<file path="src/rtl/lorenz_step_ctrl.sv">
// lorenz_step_ctrl
//   Sequencer for the 7.20 fixed-point Lorenz DDA. It holds the integrators in
//   their initial condition while idle, paces integration steps with a
//   programmable divider (run / pause / single-step), and captures every new
//   x/y/z state into a valid/ready sample port. Integration stalls while the
//   sample port is full.
//
// Ports
//   clock, reset             system clock, asynchronous active-low reset
//   cmd_start/pause/resume/single/load   one-cycle command pulses
//   divider                  step period minus 1 (0 behaves as 1)
//   max_steps                step limit, 0 = unlimited
//   dda_x/y/z                current integrator outputs
//   dda_load                 integrator initial-condition load (active high)
//   dda_en                   integrator step enable, one pulse per step
//   smp_x/y/z, smp_valid, smp_ready   captured-state sample port
//   step_count               steps captured since start
//   state, done              IDLE=0 RUN=1 PAUSE=2 DONE=3, done high in DONE
module lorenz_step_ctrl #(
   parameter int WIDTH = 27,
   parameter int DIV_W = 16,
   parameter int CNT_W = 32
) (
   input  logic             clock,
   input  logic             reset,
   input  logic             cmd_start,
   input  logic             cmd_pause,
   input  logic             cmd_resume,
   input  logic             cmd_single,
   input  logic             cmd_load,
   input  logic [DIV_W-1:0] divider,
   input  logic [CNT_W-1:0] max_steps,
   input  logic [WIDTH-1:0] dda_x,
   input  logic [WIDTH-1:0] dda_y,
   input  logic [WIDTH-1:0] dda_z,
   output logic             dda_load,
   output logic             dda_en,
   output logic [WIDTH-1:0] smp_x,
   output logic [WIDTH-1:0] smp_y,
   output logic [WIDTH-1:0] smp_z,
   output logic             smp_valid,
   input  logic             smp_ready,
   output logic [CNT_W-1:0] step_count,
   output logic [2:0]       state,
   output logic             done
);

   typedef enum logic [2:0] {
      S_IDLE  = 3'd0,
      S_RUN   = 3'd1,
      S_PAUSE = 3'd2,
      S_DONE  = 3'd3
   } state_t;

   state_t           st, st_nxt;
   logic [DIV_W-1:0] div_cnt, div_term;
   logic             cap;          // step issued last cycle, capture now
   logic             single_pend;  // single-step requested while paused
   logic             restart;      // DONE->IDLE via cmd_start, go to RUN next
   logic             tick, port_free, hit;
   logic [CNT_W-1:0] count_inc;

   // A step needs one cycle to integrate and one to capture, so the shortest
   // usable period is 2 clocks.
   assign div_term  = (divider == '0) ? DIV_W'(1) : divider;
   // >= rather than == so a divider lowered below the running count ticks
   // immediately instead of wrapping the counter.
   assign tick      = (div_cnt >= div_term);
   assign port_free = !cap && (!smp_valid || smp_ready);
   assign count_inc = step_count + 1'b1;
   assign hit       = cap && (max_steps != '0) && (count_inc == max_steps);

   assign dda_load = (st == S_IDLE);
   assign done     = (st == S_DONE);
   assign state    = st;

   always_ff @(posedge clock or negedge reset) begin
      if (!reset) st <= S_IDLE;
      else        st <= st_nxt;
   end

   always_comb begin
      st_nxt = st;
      dda_en = 1'b0;
      case (st)
         S_IDLE:  if (cmd_start || restart) st_nxt = S_RUN;
         S_RUN: begin
            if (cmd_pause) st_nxt = S_PAUSE;
            else           dda_en = tick && port_free;
         end
         S_PAUSE: begin
            if (cmd_resume) st_nxt = S_RUN;
            dda_en = single_pend && port_free;
         end
         S_DONE:  if (cmd_start) st_nxt = S_IDLE;
         default: st_nxt = S_IDLE;
      endcase
      // The step limit outranks a same-cycle pause; load outranks everything.
      if (hit && (st == S_RUN || st == S_PAUSE)) st_nxt = S_DONE;
      if (cmd_load) begin
         st_nxt = S_IDLE;
         dda_en = 1'b0;
      end
   end

   always_ff @(posedge clock or negedge reset) begin
      if (!reset) begin
         div_cnt     <= '0;
         cap         <= 1'b0;
         single_pend <= 1'b0;
         restart     <= 1'b0;
         smp_valid   <= 1'b0;
         smp_x       <= '0;
         smp_y       <= '0;
         smp_z       <= '0;
         step_count  <= '0;
      end else begin
         cap     <= dda_en;
         restart <= (st == S_DONE) && cmd_start && !cmd_load;

         // Capture wins over acceptance so a sample arriving in the same
         // cycle as the handshake keeps smp_valid high.
         if (cap) begin
            smp_x      <= dda_x;
            smp_y      <= dda_y;
            smp_z      <= dda_z;
            smp_valid  <= 1'b1;
            step_count <= count_inc;
         end else if (smp_ready) begin
            smp_valid  <= 1'b0;
         end

         if (st == S_IDLE && st_nxt == S_RUN) step_count <= '0;

         // Counter only runs while staying in RUN; any entry restarts at 0.
         if (st == S_RUN && st_nxt == S_RUN) begin
            if (dda_en)     div_cnt <= '0;
            else if (!tick) div_cnt <= div_cnt + 1'b1;
         end else begin
            div_cnt <= '0;
         end

         if (st != S_PAUSE || st_nxt != S_PAUSE) single_pend <= 1'b0;
         else if (dda_en)                        single_pend <= 1'b0;
         else if (cmd_single)                    single_pend <= 1'b1;

         if (cmd_load) begin
            smp_valid  <= 1'b0;
            cap        <= 1'b0;
            step_count <= '0;
         end
      end
   end

endmodule

</file>
<file path="config.mk">
export PLATFORM = sky130hd
export DESIGN_NAME = lorenz_step_ctrl
export DESIGN_NICKNAME = d
export VERILOG_FILES = /design/src/rtl/lorenz_step_ctrl.sv
export SDC_FILE = /design/constraint.sdc
export NUM_CORES = 1
export LEC_CHECK = 0
export ABC_CLOCK_PERIOD_IN_PS = 4900
export BUFFER_PORTS_ARGS = -buffer_cell sky130_fd_sc_hd__buf_2
export CAP_MARGIN = 20
export CORE_MARGIN = 2
export CORE_UTILIZATION = 30
export DETAILED_ROUTE_END_ITERATION = 8
export PLACE_DENSITY = 0.59
export SLEW_MARGIN = 0
export SYNTH_ARGS = -nofsm -noshare
export SYNTH_HDL_FRONTEND = slang
export SYNTH_SLANG_ARGS = --single-unit
</file>
<file path="constraint.sdc">
create_clock -name clock -period 4.9 [get_ports clock]
set_input_delay 0.98 -clock clock [delete_from_list [all_inputs] [get_ports clock]]
set_output_delay 0.98 -clock clock [all_outputs]
set_load 0.01 [all_outputs]
</file>
==> summary.txt, run 1 <==
Root buffer cell: clkbuf_16
Pwr dens: 263.4 nW/µm²
Core footprint: 24,390 µm²
Mapped Avg Cell Area: 10.43 µm²
RSZ-0062 raised after global routing: no
Die Wd: 162.0 µm
Syn Inst Count: 718
Die H: 162.0 µm
Crit path cell chain: buf_2 > nor4_1 > a41o_1 > ha_1 > nand2b_1 > a2111o_1 > a31oi_1 > o211ai_1 > and2_1 > a21oi_1 > nor3_1 > buf_2
Placed cells: 1,266
Max stage delay on crit path: 0.39 ns
# rows: 57
FFs w/ async S/R, synth: 1.000
Total global-route track usage: 0.1673
Slew margin rel.: 0.3827
Post-synth EDFFs: 0
Top Family by Delay on Critical Path: compound AO/OA/AOI/OAI gates
Initial antenna violation count: 0
DRT iter0 DRCs: 387
Min Tclk post-route: 4.353 ns
Worst vdd ir: 0.0001886 V
Worst Path Buf+Inv: 2
Cts repair resizes: 0
Final setup skew: 0.02514 ns
Post-route DRC violation count: 0
Setup violations, final: 0
Unique masters post-synth: 57
RePlAce Congestion: 0.8192
Max-slew violation count: 0
Detailed placement HPWL: 16.36 mm
CP Data Arrival Time: 3.37 ns
Post-Syn Nets: 873
Layout cells sized above 1: 0.4014
Final period util: 0.8884
Nets: 1,116
Most common cell on crit path: buf_2
TritonCTS clock tree: done
Area delta synth->final: 28.92%
Mapped cell area: 7490 µm²
Largest net degree at the start of global routing: 93
First-pass GRT wire length: 34.71 mm
DRT Pass-1 Iters: 5
F_max: 229.7 MHz
DR WL/cell: 16.82 µm
CTS buffer count: 17
CP Launch Type: primary input
# Post-CTS Setup Buffers: 0
Clock tree buffer depth: 2
Vias/cell: 4.992
Die ar.: 26,250 µm²
Antenna Nets Post-Route: 0
Via count: 6,479
Critical Path Fanout Max: 11
Vias in the first global route: 6,495
Hold_buf cts: 0
GRT overflow: 0
Status: completed
Slowest stage cell, crit path: a2111o_1
Ys flop type: dfrtp_1
Initial Util: 0.3071
Worst setup EP type: output port
Max Cap Violations: 0
Antenna Cells: 0
PortBufs: 256
Critical path class: primary input to output port
Clock latency on the worst-skew pair: 0.43 ns
Setup TNS: 0 ns
H-Tree Depth: 4
CP required: 3.92 ns
Number of synthesized register bits: 136
Lkg Pwr: 4.802 nW
Hold WC Path Type: register to register
Post-synthesis sequential area ratio: 0.4544
Actual slew at the worst max-slew pin: 0.9259 ns
Post-Route WL: 21.83 mm
Yosys warnings: 0
Final non-filler cell total: 1,298
Final hold vios: 0
Clock-pin slew on the worst setup and hold paths: 0.06 ns
I/O Pins: 257
Clock sinks: 136
## Yosys cell counts (all sizes together), types with 22 or more instances
library cell | n | area, µm²
mux2 | 82 | 923.4
xor2 | 31 | 271.5
nor2 | 46 | 172.7
inv | 25 | 93.84
xnor2 | 39 | 341.6
a21oi | 26 | 130.1
nand4 | 22 | 152.7
nand2 | 34 | 127.6
nor4 | 22 | 158.9
nand3 | 23 | 115.1
nor3 | 30 | 150.1
dfrtp | 136 | 3403
## final timing paths
check	from	end	slack, ns	cells past startpoint
min in group asynchronous	reset	smp_x[1]	0.58	1
max in group asynchronous	reset	step_count[11]	3.36	2
max reg2reg	step_count[0]	state[0]	1.54	8
max	divider[1]	dda_en	0.55	12
min reg2reg	smp_x[20]	smp_x[20]	0.50	1
min	smp_x[20]	smp_x[20]	0.50	1
## flip-flops by register name (all words and copies together), names as in the netlist
register and cells:
step_count 32, smp_x 27, smp_y 27, smp_z 27, div_cnt 16, state 3, cap 1, restart 1
single_pend 1, smp_valid 1
## per-stage QoR
| stage | util | power [W] | hold slack [ns] | worst slack [ns] | area, µm² |
|---|---|---|---|---|---|
| finish | 0.3959 | 0.002543 | 0.5007 | 0.5470 | 9656 |
| global route | 0.3959 | 0.002656 | 0.5132 | 0.3562 | 9656 |
| CTS | 0.3959 | 0.002584 | 0.5039 | 0.5486 | 9656 |
| detailed placement | 0.3722 | 0.001302 | 0.4898 | 0.5592 | 9079 |
| global placement | 0.3718 | 0.001299 | 0.4827 | 0.6230 | 9067 |
| floorplan | - | 0.001195 | 0.5306 | 0.9086 | 7490 |
## cells by family after synthesis
kind of cell	Yosys count	synth area share
xor gates and xnor gates	70	0.08186
and+or+nand+nor	242	0.1791
other	1	0.0005007
adders and majority gates	18	0.03007
muxes	86	0.1286
buffers and inverters	67	0.03742
AOI/OAI and AO/OA	98	0.08804
DFF	136	0.4544
## layout make-up
class                      instances  area, µm²
fill                            2481      14740
sequential                       136       3407
multi-input combinational        515       3806
inverter                          25      93.84
clock inverter                    14      137.6
tap                              324      405.4
clock buffer                      18      439.2
timing repair buffer             266       1366
## layer usage
layer  vias to the layer above  wire [µm]  GRT usage
li1                       3095          -          -
met5                         -          0          0
met4                         0        470    0.05712
met2                       205      10760     0.2772
met1                      3153       9291     0.2135
met3                        26       1302    0.04188
## where the power goes
group / internal, W / switching (W) / total, W
Sequential: 0.00112 / 0.00000298 / 0.00113
Clock: 0.000721 / 0.000544 / 0.00126
Combinational: 0.0000667 / 0.0000838 / 0.000151
## cells in the final DEF, fill, tap and decap left out, types with 18 or more instances in the layout
cell type,n
a21oi_1,26
nor2_1,46
buf_2,255
xnor2_1,39
nand4_1,21
nand2_1,34
nor3_1,30
xor2_1,31
mux2_2,82
inv_1,25
nand3_1,23
nor4_1,20
ha_1,18
dfrtp_1,135
No activity file was read; power rests on OpenSTA's default activity.
==> inputs of run 2 (changes only) <==
--- a/config.mk
+++ b/config.mk
@@ -5,11 +5,12 @@
 export SDC_FILE = /design/constraint.sdc
 export NUM_CORES = 1
 export LEC_CHECK = 0
-export ABC_CLOCK_PERIOD_IN_PS = 4900
+export ABC_CLOCK_PERIOD_IN_PS = 4600
 export BUFFER_PORTS_ARGS = -buffer_cell sky130_fd_sc_hd__buf_2
 export CAP_MARGIN = 20
 export CORE_MARGIN = 2
 export CORE_UTILIZATION = 30
+export CTS_BUF_LIST = sky130_fd_sc_hd__clkbuf_8
 export DETAILED_ROUTE_END_ITERATION = 8
 export PLACE_DENSITY = 0.59
 export SLEW_MARGIN = 0
==> constraint.sdc (replaced) <==
create_clock -name clock -period 4.6 [get_ports clock]
set_input_delay 0.92 -clock clock [delete_from_list [all_inputs] [get_ports clock]]
set_output_delay 0.92 -clock clock [all_outputs]
set_load 0.01 [all_outputs]
==> run 2 against run 1 <==
Die area stayed put. Clock power is 13% lower. Clock-buffer cell count is 1 lower. Final area is 1.3% lower. Sequential share of layout area is 0.48 points higher. Global-route usage is 0.34 points lower. First-iteration DRC count is 25% lower. Critical path depth stayed put. Power is 3.3% lower. Core utilization is 0.53 points lower. Critical endpoint unchanged.
==> summary.txt, run 2 (synthesized netlist as in run 1, its figures left out) <==
Total global-route track usage: 0.1640
Die ar.: 26,250 µm²
Layout cells sized above 1: 0.4010
Max Cap Violations: 0
Slowest stage cell, crit path: a2111o_1
Reg with most FFs: step_count
Max stage delay on crit path: 0.40 ns
Actual slew at the worst max-slew pin: 0.8140 ns
F_max: 236.3 MHz
Register area: 3407 µm²
Pre-CTS setup slack: 0.3966 ns
Clock tree buffer depth: 2
Post-Route WL: 21.74 mm
Nets: 1,117
Clock sinks: 136
Commonest cells after routing, fill and taps aside: 255 x buf_2, 135 x dfrtp_1, 82 x mux2_2, 46 x nor2_1, 39 x xnor2_1
Status: completed
Antenna Nets Post-Route: 0
Slew margin rel.: 0.4573
# rows: 57
Pwr dens: 258.2 nW/µm²
Worst Path Buf+Inv: 2
Hold_buf cts: 0
Final period util: 0.9200
Final hold vios: 0
Reg2Reg Depth: 8
Setup violations, final: 0
Clock-pin slew on the worst setup and hold paths: 0.09 ns
H-Tree Depth: 4
Number of flip-flops in the largest register: 32
Min Tclk post-route: 4.232 ns
Clock latency on the worst-skew pair: 0.44 ns
Setup ws final: 0.3680 ns
Die H: 162.0 µm
Top Family by Delay on Critical Path: compound AO/OA/AOI/OAI gates
Fillcell total: 2,501
Antenna Cells: 0
Initial Util: 0.3071
Root buffer cell: clkbuf_8
Area delta synth->final: 27.20%
DRT Pass-1 Iters: 4
Most common cell on crit path: buf_2
GRT overflow: 0
Initial antenna violation count: 0
I/O Pins: 257
Hold WC Path Type: primary input to async pin
Commonest non-fill, non-tap cell in the layout: buf_2
Largest net degree at the start of global routing: 82
CP Launch Type: primary input
CP Depth: 12
Via count: 6,459
Lkg Pwr: 4.765 nW
Worst setup EP type: output port
Worst vdd ir: 0.0001657 V
Core footprint: 24,390 µm²
# Post-CTS Setup Buffers: 0
CTS buffer count: 17
Multi-input gate area: 3806 µm²
CP Data Arrival Time: 3.31 ns
Dpl cell area: 9079 µm²
Setup TNS: 0 ns
Crit path cell chain: buf_2 > nor4_1 > a41o_1 > ha_1 > nand2b_1 > a2111o_1 > a31oi_1 > o211ai_1 > and2_1 > a21oi_1 > nor3_1 > buf_2
Max-slew violation count: 0
RSZ-0062 raised after global routing: no
DRT iter0 DRCs: 291
Die Wd: 162.0 µm
DR WL/cell: 16.73 µm
Post-route DRC violation count: 0
Cell area after layout: 9527 µm²
Final setup skew: 0.01786 ns
RePlAce Congestion: 0.8357
PortBufs: 256
CP required: 3.68 ns
Critical path class: primary input to output port
Cts repair resizes: 0
Fin Hold WS: 0.5051 ns
Detailed placement HPWL: 16.27 mm
TritonCTS clock tree: done
Vias in the first global route: 6,459
First-pass GRT wire length: 33.91 mm
Critical Path Fanout Max: 11
Vias/cell: 4.972
[run 2: final cells by class]
class                           instances  area share
Timing Repair Buffer                  267      0.1450
Inverter                               25    0.009850
Clock inverter                         15     0.02088
Clock buffer                           17     0.02456
Tap cell                              324     0.04255
Sequential cell                       136      0.3576
Multi-Input combinational cell        515      0.3995
[run 2: final timing paths]
check,start,endpoint,slack [ns]
max,divider[8],dda_en,0.37
min,reset,smp_y[20],0.51
max reg2reg,step_count[0],state[0],1.36
min reg2reg,smp_x[16],smp_x[16],0.51
max in group asynchronous,reset,step_count[11],3.10
min in group clock,smp_x[16],smp_x[16],0.51
[run 2: metrics by stage]
stage | total power, W | std cells | utilization
after floorplan | 0.001273 | 718 | -
after global placement | 0.001384 | 1265 | 0.3718
after detailed placement | 0.001386 | 1266 | 0.3722
after CTS | 0.002497 | 1298 | 0.3900
after global routing | 0.002563 | 1299 | 0.3906
final | 0.002460 | 1299 | 0.3906
[run 2: worst register-to-register path, cell delays in order (launching register included)]
cell	delay (ns)
dfrtp_1	0.46
ha_1	0.27
and3_1	0.34
nand3_1	0.27
nor3_1	0.45
xor2_1	0.12
a2111o_1	0.48
or4_1	0.60
a21oi_1	0.17
[run 2: where the power goes]
group	switching [W]	internal [W]
Clock	0.000504	0.000594
Sequential	0.00000334	0.00120
Combinational	0.0000898	0.0000724
Total	0.000598	0.00186
[run 2: layer usage]
metal,GRT usage,up-vias,share of wire
met5,0,-,0
met2,0.2776,189,0.49
li1,-,3095,-
met3,0.04545,27,0.064
met1,0.2028,3148,0.42
met4,0.05270,0,0.021
==> inputs of run 3 (changes only) <==
--- a/config.mk
+++ b/config.mk
@@ -5,7 +5,7 @@
 export SDC_FILE = /design/constraint.sdc
 export NUM_CORES = 1
 export LEC_CHECK = 0
-export ABC_CLOCK_PERIOD_IN_PS = 4600
+export ABC_CLOCK_PERIOD_IN_PS = 5400
 export BUFFER_PORTS_ARGS = -buffer_cell sky130_fd_sc_hd__buf_2
 export CAP_MARGIN = 20
 export CORE_MARGIN = 2
==> constraint.sdc (replaced) <==
create_clock -name clock -period 5.4 [get_ports clock]
set_input_delay 1.08 -clock clock [delete_from_list [all_inputs] [get_ports clock]]
set_output_delay 1.08 -clock clock [all_outputs]
set_load 0.01 [all_outputs]
==> run 3 against run 2 <==
Clock skew fell by 0.0018 ns. Via count up 0.59%. Final cell count fell by 0.23%. Final area shrank 0.95%. Critical path depth up 1. Wire length shrank 0.44%. Critical path type unchanged. Non-clock buffer count decreased by 4.
==> summary.txt, run 3 (synthesized netlist as in run 1, its figures left out) <==
Critical Path Fanout Max: 13
Commonest non-fill, non-tap cell in the layout: buf_2
Number of flip-flops in the largest register: 32
DRT iter0 DRCs: 335
Max Cap Violations: 0
H-Tree Depth: 4
Setup ws final: 0.6143 ns
Most common cell on crit path: buf_2
Worst Path Buf+Inv: 3
Die Wd: 162.0 µm
Largest net degree at the start of global routing: 78
I/O Pins: 257
Cts repair resizes: 0
Clock tree buffer depth: 2
Crit path cell chain: buf_2 > nor4_1 > a41o_1 > ha_1 > nand2b_1 > a2111o_1 > a31oi_1 > o211ai_1 > buf_4 > and2_1 > a21oi_1 > nor3_1 > buf_2
RePlAce Congestion: 0.8131
Lkg Pwr: 4.711 nW
Clock sinks: 136
Hold WC Path Type: register to register
First-pass GRT wire length: 34.43 mm
Clock latency on the worst-skew pair: 0.44 ns
Antenna Nets Post-Route: 0
Min Tclk post-route: 4.786 ns
F_max: 209.0 MHz
# rows: 57
CP startpoint: divider[1]
Max-slew violation count: 0
Commonest cells after routing, fill and taps aside: 255 x buf_2, 135 x dfrtp_1, 82 x mux2_2, 46 x nor2_1, 39 x xnor2_1
Final core occ: 0.3869
PortBufs: 256
Actual slew at the worst max-slew pin: 1.139 ns
Pwr dens: 211.3 nW/µm²
RSZ-0062 raised after global routing: no
Pre-CTS setup slack: 0.6122 ns
Reg2Reg Launch Point: step_count[2]
Slowest stage cell, crit path: a2111o_1
CP Launch Type: primary input
DR WL/cell: 16.70 µm
Dpl cell area: 9045 µm²
DRT Pass-1 Iters: 5
# Post-CTS Setup Buffers: 0
TritonCTS clock tree: done
Nets: 1,113
Core footprint: 24,390 µm²
Initial Util: 0.3071
Post-route DRC violation count: 0
Area delta synth->final: 25.99%
Die H: 162.0 µm
Slew margin rel.: 0.2350
Total global-route track usage: 0.1655
Setup violations, final: 0
GRT overflow: 0
Reg with most FFs: step_count
Final period util: 0.8862
Worst vdd ir: 0.0001240 V
Cell area after layout: 9437 µm²
Vias/cell: 5.013
Hold_buf cts: 0
CTS buffer count: 17
Clock-pin slew on the worst setup and hold paths: 0.08 ns
Worst setup EP type: output port
Layout cells sized above 1: 0.3969
Initial antenna violation count: 2
Root buffer cell: clkbuf_8
Final setup skew: 0.01611 ns
Vias in the first global route: 6,474
Hold_sp: smp_x[11]
Max stage delay on crit path: 0.39 ns
Die ar.: 26,250 µm²
Detailed placement HPWL: 16.24 mm
Critical path class: primary input to output port
Setup TNS: 0 ns
Final hold vios: 0
Total power: 0.001994 W
CP Data Arrival Time: 3.71 ns
Top Family by Delay on Critical Path: compound AO/OA/AOI/OAI gates
CP required: 4.32 ns
Status: completed
Via count: 6,497
Post-Route WL: 21.64 mm
==> run 3: cell types whose count changed in the layout (fill, tap and decap cells not counted), moves of 2 or more <==
cell / previous run / this run
buf_4: 9 / 7
diode_2: 0 / 2
clkinvlp_4: 1 / 3
bufinv_16: 4 / 2
clkinv_4: 3 / 1
==> run 3: layout make-up <==
type | count | area (µm²)
repair buffers | 263 | 1340
clock inverters | 13 | 131.4
clock buffers | 18 | 247.7
fillers | 2511 | 14950
well taps | 324 | 405.4
inverters | 25 | 93.84
multi-input cells | 515 | 3806
diodes | 2 | 5.005
flip-flops and latches | 136 | 3407
==> run 3: worst paths after layout <==
check                                  end  slack [ns]  cells after the start
worst min-delay path             smp_x[11]        0.50                      1
worst min register to register   smp_x[11]        0.50                      1
max in group asynchronous              cap        3.84                      2
worst max-delay path                dda_en        0.61                     13
min in group asynchronous        smp_y[25]        0.63                      1
worst max register to register  div_cnt[8]        1.60                      7
==> run 3: layer usage <==
metal / track usage / share of wire / vias to the layer above
met3: 0.05184 / 0.071 / 43
met5: 0 / 0 / -
met2: 0.2627 / 0.47 / 214
met1: 0.2094 / 0.43 / 3147
met4: 0.06838 / 0.029 / 0
li1: - / - / 3093
==> run 3: power by group <==
group          internal (W)  switching [W]  leakage (nW)
clock              0.000417       0.000418         0.194
sequential          0.00102     0.00000300          1.90
combinational     0.0000601      0.0000760          2.62
==> run 3: metrics by stage <==
stage / std cells / hold WS, ns
3_5_place_dp: 1262 / 0.4897
5_1_grt: 1296 / 0.5246
6_report: 1296 / 0.5042
2_1_floorplan: 718 / 0.5306
3_3_place_gp: 1262 / 0.4831
4_1_cts: 1293 / 0.5087
